[src/rtl/patch_pkg.sv]
// -----------------------------------------------------------------------------
// patch_pkg
//   Shared types and default sizes for the patch encoder write path.
//   - state_t          : controller states of patch_encoder_writer
//   - lane_decision_t  : per-lane storage decision (keep / flip / patch)
//   - N_DEF, M_DEF, ADDR_W_DEF : default activation width, lanes per block,
//                                patch-cache address width
// -----------------------------------------------------------------------------
package patch_pkg;

  localparam int N_DEF      = 16;
  localparam int M_DEF      = 4;
  localparam int ADDR_W_DEF = 21;

  typedef enum logic [1:0] {
    IDLE,
    ANALYZE,
    WRITE,
    DONE
  } state_t;

  typedef enum logic [1:0] {
    KEEP,
    FLIP,
    PATCH
  } lane_decision_t;

endpackage

[src/rtl/patch_lane_classifier.sv]
// -----------------------------------------------------------------------------
// patch_lane_classifier
//   Combinational decision for one lane: can the activation be stored as-is
//   over the stuck cells, stored inverted, or must it be patched.
//   Ports:
//     act      in  N   original activation
//     sa_mask  in  N   1 = stuck bit cell
//     sa_val   in  N   stuck value of each faulty cell
//     decision out     KEEP / FLIP / PATCH
//     stored   out N   word written to the faulty row (act or ~act)
// -----------------------------------------------------------------------------
module patch_lane_classifier
  import patch_pkg::*;
#(
  parameter int N = N_DEF
) (
  input  logic [N-1:0]   act,
  input  logic [N-1:0]   sa_mask,
  input  logic [N-1:0]   sa_val,
  output lane_decision_t decision,
  output logic [N-1:0]   stored
);

  logic ok_d;
  logic ok_f;

  // A faulty cell is harmless when the bit we want to write equals its stuck value.
  assign ok_d = ((act ^ sa_val) & sa_mask) == '0;
  assign ok_f = ((~act ^ sa_val) & sa_mask) == '0;

  always_comb begin
    decision = PATCH;
    stored   = act;
    if (ok_d) begin
      decision = KEEP;
    end else if (ok_f) begin
      decision = FLIP;
      stored   = ~act;
    end
  end

endmodule

[src/rtl/patch_encoder_writer.sv]
// -----------------------------------------------------------------------------
// patch_encoder_writer
//   Write-side encoder for the flip/patch memory scheme. Accepts a block of M
//   activations with the stuck-at map of the target row, classifies every lane,
//   streams patched lanes into the patch cache in ascending lane order, then
//   presents f/p flags and the words to store together with a one-cycle
//   out_valid pulse.
//   Ports:
//     clk, reset                 clock, synchronous active-high reset
//     in_valid / in_ready        block handshake (ready only while idle)
//     act_in, sa_mask, sa_val    N x M block inputs, lane i at [i*N +: N]
//     request, read_write        cache access request, always a write (0)
//     address                    {blk_idx, lane}
//     activation_in, index       patch word and its lane
//     store_enable, cache_ready  write strobe held until the cache accepts
//     f, p, stored_data          results of the last completed block
//     out_valid                  one-cycle pulse when results update
//     patch_count, flip_count    (PATCH_STATS_EN only) saturating totals
//   Build option: define PATCH_STATS_EN to add the statistics counters.
// -----------------------------------------------------------------------------
module patch_encoder_writer
  import patch_pkg::*;
#(
  parameter int N      = N_DEF,
  parameter int M      = M_DEF,
  parameter int ADDR_W = ADDR_W_DEF
) (
  input  logic                  clk,
  input  logic                  reset,
  input  logic                  in_valid,
  output logic                  in_ready,
  input  logic [N*M-1:0]        act_in,
  input  logic [N*M-1:0]        sa_mask,
  input  logic [N*M-1:0]        sa_val,
  output logic                  request,
  output logic                  read_write,
  output logic [ADDR_W-1:0]     address,
  output logic [N-1:0]          activation_in,
  output logic [$clog2(M)-1:0]  index,
  output logic                  store_enable,
  input  logic                  cache_ready,
  output logic [M-1:0]          f,
  output logic [M-1:0]          p,
  output logic [N*M-1:0]        stored_data,
`ifdef PATCH_STATS_EN
  output logic [15:0]           patch_count,
  output logic [15:0]           flip_count,
`endif
  output logic                  out_valid
);

  localparam int LW = $clog2(M);
  localparam int BW = ADDR_W - LW;

  state_t         state, state_nx;
  logic [N*M-1:0] act_r, mask_r, val_r;
  lane_decision_t dec [M];
  logic [N*M-1:0] stored_c;
  logic [M-1:0]   f_c, p_c;
  logic [M-1:0]   p_work;
  logic [LW-1:0]  cur_lane;
  logic [M-1:0]   cur_onehot;
  logic [BW-1:0]  blk_idx;
  logic           last_write;

`ifdef PATCH_STATS_EN
  function automatic logic [15:0] sat_add(input logic [15:0] acc, input logic [M-1:0] bits);
    logic [16:0] sum;
    sum = {1'b0, acc};
    for (int i = 0; i < M; i++) sum = sum + 17'(bits[i]);
    return sum[16] ? 16'hFFFF : sum[15:0];
  endfunction
`endif

  for (genvar g = 0; g < M; g++) begin : g_lane
    patch_lane_classifier #(.N(N)) u_cls (
      .act      (act_r[g*N +: N]),
      .sa_mask  (mask_r[g*N +: N]),
      .sa_val   (val_r[g*N +: N]),
      .decision (dec[g]),
      .stored   (stored_c[g*N +: N])
    );
    assign f_c[g] = (dec[g] == FLIP);
    assign p_c[g] = (dec[g] == PATCH);
  end

  // Lowest pending patched lane is the one currently on the cache port.
  always_comb begin
    cur_lane   = '0;
    cur_onehot = '0;
    for (int i = M - 1; i >= 0; i--) begin
      if (p_work[i]) cur_lane = LW'(i);
    end
    cur_onehot[cur_lane] = 1'b1;
  end

  assign last_write = (state == WRITE) && cache_ready && ((p_work & ~cur_onehot) == '0);

  always_comb begin
    state_nx      = state;
    in_ready      = (state == IDLE);
    store_enable  = (state == WRITE);
    request       = (state == WRITE);
    read_write    = 1'b0;
    out_valid     = (state == DONE);
    index         = '0;
    address       = '0;
    activation_in = '0;
    if (state == WRITE) begin
      index   = cur_lane;
      address = {blk_idx, cur_lane};
      for (int i = 0; i < M; i++) begin
        if (cur_lane == LW'(i)) activation_in = act_r[i*N +: N];
      end
    end
    case (state)
      IDLE:    if (in_valid) state_nx = ANALYZE;
      ANALYZE: state_nx = (|p_c) ? WRITE : DONE;
      WRITE:   if (last_write) state_nx = DONE;
      DONE:    state_nx = IDLE;
      default: state_nx = IDLE;
    endcase
  end

  // Block capture: the classifier inputs stay frozen until the next accept,
  // so the decisions are still valid on every path into DONE.
  always_ff @(posedge clk) begin
    if (state == IDLE && in_valid) begin
      act_r  <= act_in;
      mask_r <= sa_mask;
      val_r  <= sa_val;
    end
  end

  always_ff @(posedge clk) begin
    if (reset) begin
      state       <= IDLE;
      blk_idx     <= '0;
      p_work      <= '0;
      f           <= '0;
      p           <= '0;
      stored_data <= '0;
`ifdef PATCH_STATS_EN
      patch_count <= '0;
      flip_count  <= '0;
`endif
    end else begin
      state <= state_nx;
      if (state == ANALYZE) p_work <= p_c;
      if (state == WRITE && cache_ready) p_work[cur_lane] <= 1'b0;
      if (state != DONE && state_nx == DONE) begin
        f           <= f_c;
        p           <= p_c;
        stored_data <= stored_c;
      end
      if (state == DONE) begin
        blk_idx <= blk_idx + BW'(1);
`ifdef PATCH_STATS_EN
        patch_count <= sat_add(patch_count, p);
        flip_count  <= sat_add(flip_count, f);
`endif
      end
    end
  end

endmodule

[config.mk]
export PLATFORM = sky130hd
export DESIGN_NAME = patch_encoder_writer
export DESIGN_NICKNAME = d
export VERILOG_FILES = /design/src/rtl/patch_pkg.sv /design/src/rtl/patch_lane_classifier.sv /design/src/rtl/patch_encoder_writer.sv
export SDC_FILE = /design/constraint.sdc
export NUM_CORES = 1
export LEC_CHECK = 0
export ABC_AREA = 0
export CELL_PAD_IN_SITES_DETAIL_PLACEMENT = 2
export CELL_PAD_IN_SITES_GLOBAL_PLACEMENT = 2
export CORE_MARGIN = 3
export CORE_UTILIZATION = 32
export DETAILED_ROUTE_END_ITERATION = 8
export PLACE_DENSITY_LB_ADDON = 0.1
export SLEW_MARGIN = 25
export SYNTH_ARGS = -nofsm -noshare
export SYNTH_HDL_FRONTEND = slang
export SYNTH_HIERARCHICAL = 1
export SYNTH_SLANG_ARGS = --single-unit
[constraint.sdc]
create_clock -name clk -period 8.1 [get_ports clk]
set_clock_uncertainty 0.2 [all_clocks]
set_input_delay 1.62 -clock clk [delete_from_list [all_inputs] [get_ports clk]]
set_output_delay 1.62 -clock clk [all_outputs]
set_load 0.01 [all_outputs]
==> impl_metrics.tcl, run 1 <==
set metrics [dict create \
    pwr-share-seq_pct 41.9 \
    syn_area_per_cell_um2 11.9 \
    highest_layer "met4" \
    hold_path.startpoint "stored_data[1]$_SDFFE_PP0P_" \
    drv_slew 0 \
    period_share_pct 70.5 \
    fmax_mhz 175 \
    path_delay_family "simple AND/OR/NAND/NOR gates" \
    wl_um 47600 \
    cpMaxStageDelayCell "ha_1" \
    fin_setup_tns_ps 0 \
    worstPathCellList "inv_1, ha_1, or3b_2, nor2_2, nand2_1, o21ai_0, clkdlybuf4s50_1" \
    cts_tree "done" \
    synth_nets 1271 \
    reg2reg_depth 12 \
    grt_start_max_net_pins 74 \
    grt_setup_unrepaired "no" \
    synth_cells 1070 \
    synth_seq_cells 289 \
    first_pass_iters 5 \
    period_needed_ps 5710 \
    cts-root-buf "clkbuf_16" \
    status "completed" \
    p_sw_share_pct 31.3 \
    clk_path_buf_depth 3 \
    yosys_warnings 6 \
    whs_path_depth 2 \
    die_h_um 206 \
    core_area_um2 39000 \
    critPathCaptureType "output port" \
    grt_pass1_wl_um 69800 \
    cp.buffers_inverters 2 \
    gp_congestion 0.769 \
    syn_area_um2 12700 \
    layout-drive-gt1-share_pct 7.15 \
    maxCapViolations 0 \
    wl_met2_um 23100 \
    synthDistinctLibCells 56 \
    die_area_um2 42300 \
    hold_viol 0 \
    synthArstFlopShare_pct 0 \
    gr-total-overflow 0 \
    seqCellArea_um2 7710 \
    synth_seq_area_share_pct 60.5 \
    reg2reg_to "stored_data[15]$_SDFFE_PP0P_" \
    htreeDepth 2 \
    die_width_um 206 \
    critPathKind "reg -> out" \
    viasPerCell 5.12 \
    antenna_found_initial 0 \
    portBuffers 310 \
    worstHoldEndpoint "stored_data[1]$_SDFFE_PP0P_" \
    diodes 0 \
    final_antenna_net_count 0 \
    drt-wirelength-per-cell_um 25.0 \
    worstPathRequired_ps 6280 \
    fp-row-count 72 \
    p_clk_share_pct 34.6 \
    area_growth_pct 36.5 \
    nNetsFinal 1558 \
    combPwrFrac_pct 23.5 \
    cts_sinks 289 \
    cts_hold_buffers 0 \
    cp-start-kind "flop" \
    arrival_ps 3890 \
    grt_pass1_vias 10615 \
    power.switching_mw 1.50 \
    wl_met3_um 3190 \
    m1WireLength_um 20300 \
    postCtsSetupBuffers 0 \
    clk_latency_ps 540 \
    multi_input_area_um2 4320 \
    dr.first_iter.drc_count 589 \
    rrSetupSlack_ps 3640 \
    hold_slack_ps 268 \
    synth_edf_count 192 \
    hold_path.class "reg -> reg" \
    start_util_pct 32.7 \
    cts_resized 0 \
    timing.rr.start "act_r[30]$_DFFE_PP_" \
    max-slew-margin-rel_pct 34.0 \
    synth_ff_type "edfxtp_1" \
    cp_max_fo 28 \
    n_fill_cell 3922 \
    numCtsBuffers 36 \
    clkTransAtPathRegs_ps 50 \
    tightest_slew_ps 990 \
    grt_usage_pct 22.4 \
    crit_path_max_incr_delay_ps 790 \
    drc 0 \
    ios 312 \
    post-dp-hpwl_um 34400 \
    intPower_mw 3.30 \
    p_leak_nw 6.13 \
    power_density_nw_per_um2 276 \
    setup_viol 0 \
    vdd_drop_max_v 0.000151 \
    num_vias 9740 \
]
==> cell type report <==
type / count / share of cell area, %
multi-input cells: 626 / 24.8
clock buffers: 55 / 5.99
repair buffers: 323 / 18.4
flip-flops and latches: 289 / 44.3
inverters: 81 / 1.75
well taps: 518 / 3.73
clock inverters: 10 / 0.986
==> power by group through the flow <==
stage	Combinational, mW	Sequential (mW)	Clock, mW
4_1_cts	1.14	2.02	1.71
6_report	1.13	2.01	1.66
3_5_place_dp	1.13	2.04	0
5_1_grt	1.23	2.04	1.77
3_3_place_gp	1.11	2.03	0
2_1_floorplan	0.601	2.01	0
==> per-layer routing <==
metal	GRT usage [%]	vias to the layer above
li1	-	4471
met1	29.0	4944
met2	37.2	265
met3	5.92	60
met4	6.15	0
met5	0	-
==> cell usage after synthesis (all sizes together), types with 2 or more instances <==
| cell | instances | area share [%] |
|---|---|---|
| o22ai | 32 | 1.6 |
| o2111ai | 5 | 0.34 |
| o21ai | 22 | 0.86 |
| o211ai | 64 | 3.8 |
| nor3 | 10 | 0.51 |
| nand2b | 9 | 0.44 |
| and2 | 20 | 0.98 |
| and3 | 5 | 0.25 |
| mux2i | 2 | 0.16 |
| buf | 42 | 2.5 |
| clkbuf | 32 | 0.95 |
| or3 | 2 | 0.098 |
| nor4 | 7 | 0.46 |
| a22oi | 32 | 1.9 |
| nor2 | 40 | 1.2 |
| a222oi | 16 | 1.3 |
| xor2 | 76 | 5.2 |
| dfxtp | 97 | 15 |
| ha | 5 | 0.49 |
| a211oi | 2 | 0.26 |
| inv | 81 | 2.4 |
| nand4 | 11 | 0.54 |
| xnor2 | 68 | 5.4 |
| a21oi | 71 | 2.8 |
| nand2 | 33 | 0.99 |
| o32ai | 4 | 0.27 |
| nor2b | 3 | 0.15 |
| edfxtp | 192 | 45 |
| nand3 | 73 | 2.9 |
==> sequential cells by signal, indices dropped and copies added (netlist names) <==
register / flops
mask_r: 64
stored_data: 64
act_r: 64
f: 4
blk_idx: 19
p_work: 4
state: 2
val_r: 64
p: 4
==> stage by stage <==
stage	worst slack, ps	util, %	area, um2	instances	total power, mW
6_report	2390	44.6	17400	1902	4.80
5_1_grt	2110	44.6	17400	1902	5.04
3_5_place_dp	2930	41.5	16200	1837	3.18
4_1_cts	2320	44.6	17400	1902	4.87
3_3_place_gp	3080	41.4	16200	1837	3.14
2_1_floorplan	1350	-	12700	1070	2.61
==> worst register-to-register path: stages, from the launching register on <==
cell,delay (ps)
edfxtp_1,510
xor2_1,210
a22oi_1,290
nand4_1,210
nor3_1,340
nand2b_2,620
inv_2,70
nand2b_1,270
nand3_1,140
o22a_2,580
buf_4,580
nand3_1,170
a21oi_1,170
==> worst max path at each step <==
stage | startpoint | to | slack [ps] | depth (start not counted)
after floorplan | in_valid | act_r[0]$_DFFE_PP_ | 1350 | 1
after CTS | state[0]$_SDFF_PP0_ | activation_in[14] | 2320 | 7
final | state[0]$_SDFF_PP0_ | activation_in[14] | 2390 | 7
after global placement | state[0]$_SDFF_PP0_ | activation_in[9] | 3080 | 7
after detailed placement | state[0]$_SDFF_PP0_ | activation_in[10] | 2930 | 7
after global routing | state[0]$_SDFF_PP0_ | activation_in[8] | 2110 | 7
==> cell families after synthesis <==
| logic type | synth area share, % |
|---|---|
| DFF | 60.5 |
| AOI/OAI and AO/OA | 13.6 |
| and+or+nand+nor | 8.73 |
| buffers and inverters | 5.88 |
| xor gates and xnor gates | 10.6 |
| adders and majority gates | 0.491 |
| muxes | 0.157 |
| other | 0.0294 |
==> cell usage in the layout (no fill, tap or decap), drive strengths merged, types with 33 or more instances in the layout <==
cell,count
clkbuf,55
a21oi,71
edfxtp,192
nor2,40
xor2,76
clkdlybuf4s50,309
o211ai,64
nand3,73
nand2,33
inv,82
xnor2,68
dfxtp,97
No activity file was read; power rests on OpenSTA's default activity.
==> inputs of run 2 (changes only) <==
- clock period: 8.1 -> 5.45 ns (I/O delays scaled with it)
==> run 2 against run 1 <==
  * Clock-buffer cell count fell by 10
  * Critical path depth is the same
  * Global-route usage down 0.23 points
  * Critical path type unchanged
  * Clock power rose by 30%
  * Sequential share of layout area is 0.25 points higher
  * Sequential cell count unchanged
  * Design area decreased by 0.56%
  * First-iteration DRC count up 5.8%
  * Non-clock buffer count grew 6
  * Routed wire length shrank 0.22%
  * Largest cell class unchanged
==> impl_metrics.tcl, run 2 (synthesis gave the netlist of run 1 again) <==
set metrics [dict create \
    period_share_pct 87.7 \
    cp_max_fo 17 \
    crit_path_max_incr_delay_ps 640 \
    fp-row-count 72 \
    die_width_um 206 \
    grt_start_max_net_pins 126 \
    portBuffers 310 \
    core_area_um2 39000 \
    fin_util_pct 44.3 \
    fin_setup_tns_ps 0 \
    setup_viol 0 \
    grt_usage_pct 22.2 \
    clk_path_buf_depth 3 \
    viasPerCell 5.13 \
    diodes 0 \
    gr-total-overflow 0 \
    clkTransAtPathRegs_ps 60 \
    arrival_ps 3490 \
    reg2reg_depth 13 \
    area_growth_pct 35.7 \
    drv_slew 0 \
    cts_sinks 289 \
    first_pass_iters 5 \
    p_clk_share_pct 31.6 \
    hold_path.class "reg -> reg" \
    drt-wirelength-per-cell_um 25.0 \
    antenna_found_initial 1 \
    cts_resized 0 \
    combPwrFrac_pct 24.8 \
    tightest_slew_ps 870 \
    cts_tree "done" \
    grt_pass1_vias 10493 \
    numCtsBuffers 35 \
    htreeDepth 2 \
    die_area_um2 42300 \
    layout-drive-gt1-share_pct 6.93 \
    grt_pass1_wl_um 69200 \
    postCtsSetupBuffers 0 \
    start_util_pct 32.7 \
    gp_congestion 0.776 \
    cts-root-buf "clkbuf_16" \
    num_vias 9766 \
    p_sw_share_pct 32.2 \
    nNetsFinal 1563 \
    hold_slack_ps 263 \
    post_dp_cell_area_um2 16200 \
    vdd_drop_max_v 0.000254 \
    cts_hold_buffers 0 \
    whs_path_depth 2 \
    power.switching_mw 2.20 \
    p_total_mw 6.84 \
    max-slew-margin-rel_pct 41.4 \
    mostFrequentLayoutCell "clkdlybuf4s50_1" \
    dr.first_iter.drc_count 623 \
    status "completed" \
    pwr-share-seq_pct 43.6 \
    cp-start-kind "flop" \
    die_h_um 206 \
    post-dp-hpwl_um 35200 \
    critPathKind "reg -> out" \
    wl_um 47500 \
    intPower_mw 4.64 \
    worstPathRequired_ps 4160 \
    worstPathCellList "inv_1, ha_1, or3b_2, nor2_2, nand2_1, o21ai_0, clkdlybuf4s50_1" \
    maxCapViolations 0 \
    final_cell_mix "clkdlybuf4s50_1 (309), edfxtp_1 (192), dfxtp_1 (97), inv_1 (77), xor2_1 (76)" \
    postLayoutCellArea_um2 17300 \
    final_antenna_net_count 0 \
    cpMaxStageDelayCell "clkdlybuf4s50_1" \
    period_needed_ps 4780 \
    drc 0 \
    clk_latency_ps 550 \
    grt_setup_unrepaired "no" \
    critPathCaptureType "output port" \
    ios 312 \
    hold_viol 0 \
    p_leak_nw 6.10 \
    fmax_mhz 209 \
    power_density_nw_per_um2 396 \
]
==> run 2: worst paths after layout <==
kind	start	end	slack (ps)
max	state[0]$_SDFF_PP0_	activation_in[9]	670
min	stored_data[49]$_SDFFE_PP0P_	stored_data[49]$_SDFFE_PP0P_	260
max reg2reg	act_r[30]$_DFFE_PP_	stored_data[3]$_SDFFE_PP0P_	1400
min reg2reg	stored_data[49]$_SDFFE_PP0P_	stored_data[49]$_SDFFE_PP0P_	260
==> run 2: final cells by class <==
class                           instances  area (um2)
Timing Repair Buffer                  329        3280
Multi-Input combinational cell        626        4320
Clock inverter                         15        81.3
Clock buffer                           45         955
Tap cell                              518         648
Sequential cell                       289        7710
Fill cell                            3913       21700
Inverter                               81         304
==> run 2: layer usage <==
layer  up-vias  track usage [%]  wire length, um
met5         -                0               13
li1       4488                -                -
met2       285             36.9            23200
met1      4936             28.7            19900
met4         2             6.25             1030
met3        55             5.62             3310
==> run 2: critical path: cells and delay by family, from the launching register on <==
family	cells	cell delay (ps)
and+or+nand+nor	3	1340
AOI/OAI and AO/OA	1	270
DFF	1	390
buffers and inverters	2	760
adders and majority gates	1	200
==> run 2: power groups by stage <==
stage | clock, mW | sequential (mW) | combinational (mW)
final | 2.16 | 2.99 | 1.70
after global placement | 0 | 3.02 | 1.67
after floorplan | 0 | 2.96 | 0.894
after detailed placement | 0 | 3.03 | 1.70
after CTS | 2.23 | 2.99 | 1.72
after global routing | 2.32 | 3.02 | 1.84
==> run 2: through the flow <==
stage                     cells  setup slack [ps]
after CTS                  1902               578
after floorplan            1070              1370
final                      1903               668
after global routing       1903               455
after global placement     1842               908
after detailed placement   1842              1200
==> inputs of run 3 (changes only) <==
- SLEW_MARGIN: 25 -> 20
==> run 3 against run 2 <==
  * Clock power grew 3%
  * Sequential share of layout area about the same
  * Highest routed layer unchanged
  * Largest cell class unchanged
  * Design area barely moved
==> impl_metrics.tcl, run 3 (synthesis gave the netlist of run 1 again) <==
set metrics [dict create \
    whs_path_depth 2 \
    clk_path_buf_depth 3 \
    dr.first_iter.drc_count 557 \
    postLayoutCellArea_um2 17300 \
    diodes 0 \
    cts_sinks 289 \
    antenna_found_initial 2 \
    cpMaxStageDelayCell "nor2_2" \
    cp_max_fo 17 \
    worstPathRequired_ps 4160 \
    p_total_mw 6.90 \
    grt_pass1_vias 10654 \
    cts-root-buf "clkbuf_16" \
    die_width_um 206 \
    cp-startpoint "state[0]$_SDFF_PP0_" \
    maxCapViolations 0 \
    layout-drive-gt1-share_pct 7.00 \
    wl_um 47600 \
    area_growth_pct 35.8 \
    cts_tree "done" \
    timing.rr.start "act_r[30]$_DFFE_PP_" \
    start_util_pct 32.7 \
    arrival_ps 3560 \
    reg2reg_depth 13 \
    num_vias 9747 \
    fmax_mhz 206 \
    cp.buffers_inverters 2 \
    worstPathCellList "inv_1, ha_1, or3b_2, nor2_2, nand2_1, o21ai_0, clkdlybuf4s50_1" \
    max-slew-margin-rel_pct 28.2 \
    viasPerCell 5.12 \
    vdd_drop_max_v 0.000221 \
    path_delay_family "simple AND/OR/NAND/NOR gates" \
    drc 0 \
    ios 312 \
    clk_latency_ps 550 \
    first_pass_iters 5 \
    p_leak_nw 6.10 \
    die_area_um2 42300 \
    hold_viol 0 \
    die_h_um 206 \
    grt_usage_pct 22.4 \
    rrSetupSlack_ps 1360 \
    portBuffers 310 \
    worstHoldEndpoint "stored_data[49]$_SDFFE_PP0P_" \
    period_needed_ps 4850 \
    fp-row-count 72 \
    tightest_slew_ps 1080 \
    nNetsFinal 1562 \
    grt_setup_unrepaired "no" \
    clkTransAtPathRegs_ps 60 \
    power_density_nw_per_um2 399 \
    crit_path_max_incr_delay_ps 650 \
    grt_pass1_wl_um 69900 \
    hold_path.startpoint "stored_data[49]$_SDFFE_PP0P_" \
    period_share_pct 89.0 \
    grt_start_max_net_pins 126 \
    hold_path.class "reg -> reg" \
    numCtsBuffers 35 \
    htreeDepth 2 \
    cts_hold_buffers 0 \
    drt-wirelength-per-cell_um 25.0 \
    core_area_um2 39000 \
    final_antenna_net_count 0 \
    fin_setup_tns_ps 0 \
    post-dp-hpwl_um 35300 \
    cp-start-kind "flop" \
    post_dp_cell_area_um2 16200 \
    setup_viol 0 \
    final_cell_mix "clkdlybuf4s50_1 (309), edfxtp_1 (192), dfxtp_1 (97), inv_1 (77), xor2_1 (76)" \
    gr-total-overflow 0 \
    drv_slew 0 \
    critPathKind "reg -> out" \
    status "completed" \
    critPathCaptureType "output port" \
    postCtsSetupBuffers 0 \
    mostFrequentLayoutCell "clkdlybuf4s50_1" \
    cts_resized 0 \
    reg2reg_to "stored_data[3]$_SDFFE_PP0P_" \
    gp_congestion 0.776 \
]
[run 3: cell type report]
cell class                 instances  area [um2]
fill                            3931       21700
timing repair buffer             328        3260
clock buffer                      49         960
inverter                          81         304
clock inverter                    13         100
tap                              518         648
multi-input combinational        626        4320
sequential                       289        7710
[run 3: per-layer routing]
metal / up-vias / part of all wire [%] / wire [um] / GRT usage, %
met1: 4910 / 43 / 20300 / 29.1
met3: 68 / 6.2 / 2970 / 5.28
met2: 281 / 49 / 23200 / 37.4
met5: - / 0.057 / 27 / 0
li1: 4484 / - / - / -
met4: 4 / 2.4 / 1130 / 6.54
[run 3: worst min-delay path, cell delays in order (launching register included)]
cell,delay (ps)
dfxtp_1,310
nand3_1,60
a21oi_1,50
[run 3: stage by stage]
step                util [%]  hold WS [ps]  cells  worst slack [ps]
finish                  44.3           264   1904               600
detailed placement      41.6           262   1842              1130
global route            44.3           288   1904               441
global placement        41.6           251   1842               908
floorplan                  -           271   1070              1370
CTS                     44.3           268   1904               526
[run 3: worst max path at each step]
stage,slack (ps),cells past startpoint,to
floorplan,1370,1,act_r[0]$_DFFE_PP_
global placement,910,4,activation_in[7]
detailed placement,1130,7,activation_in[10]
CTS,530,7,activation_in[10]
global route,440,7,activation_in[10]
finish,600,7,activation_in[9]
[run 3: where the power goes]
| part | internal, mW | switching (mW) |
|---|---|---|
| registers | 2.71 | 0.280 |
| clock network | 1.28 | 0.938 |
| logic | 0.698 | 0.994 |
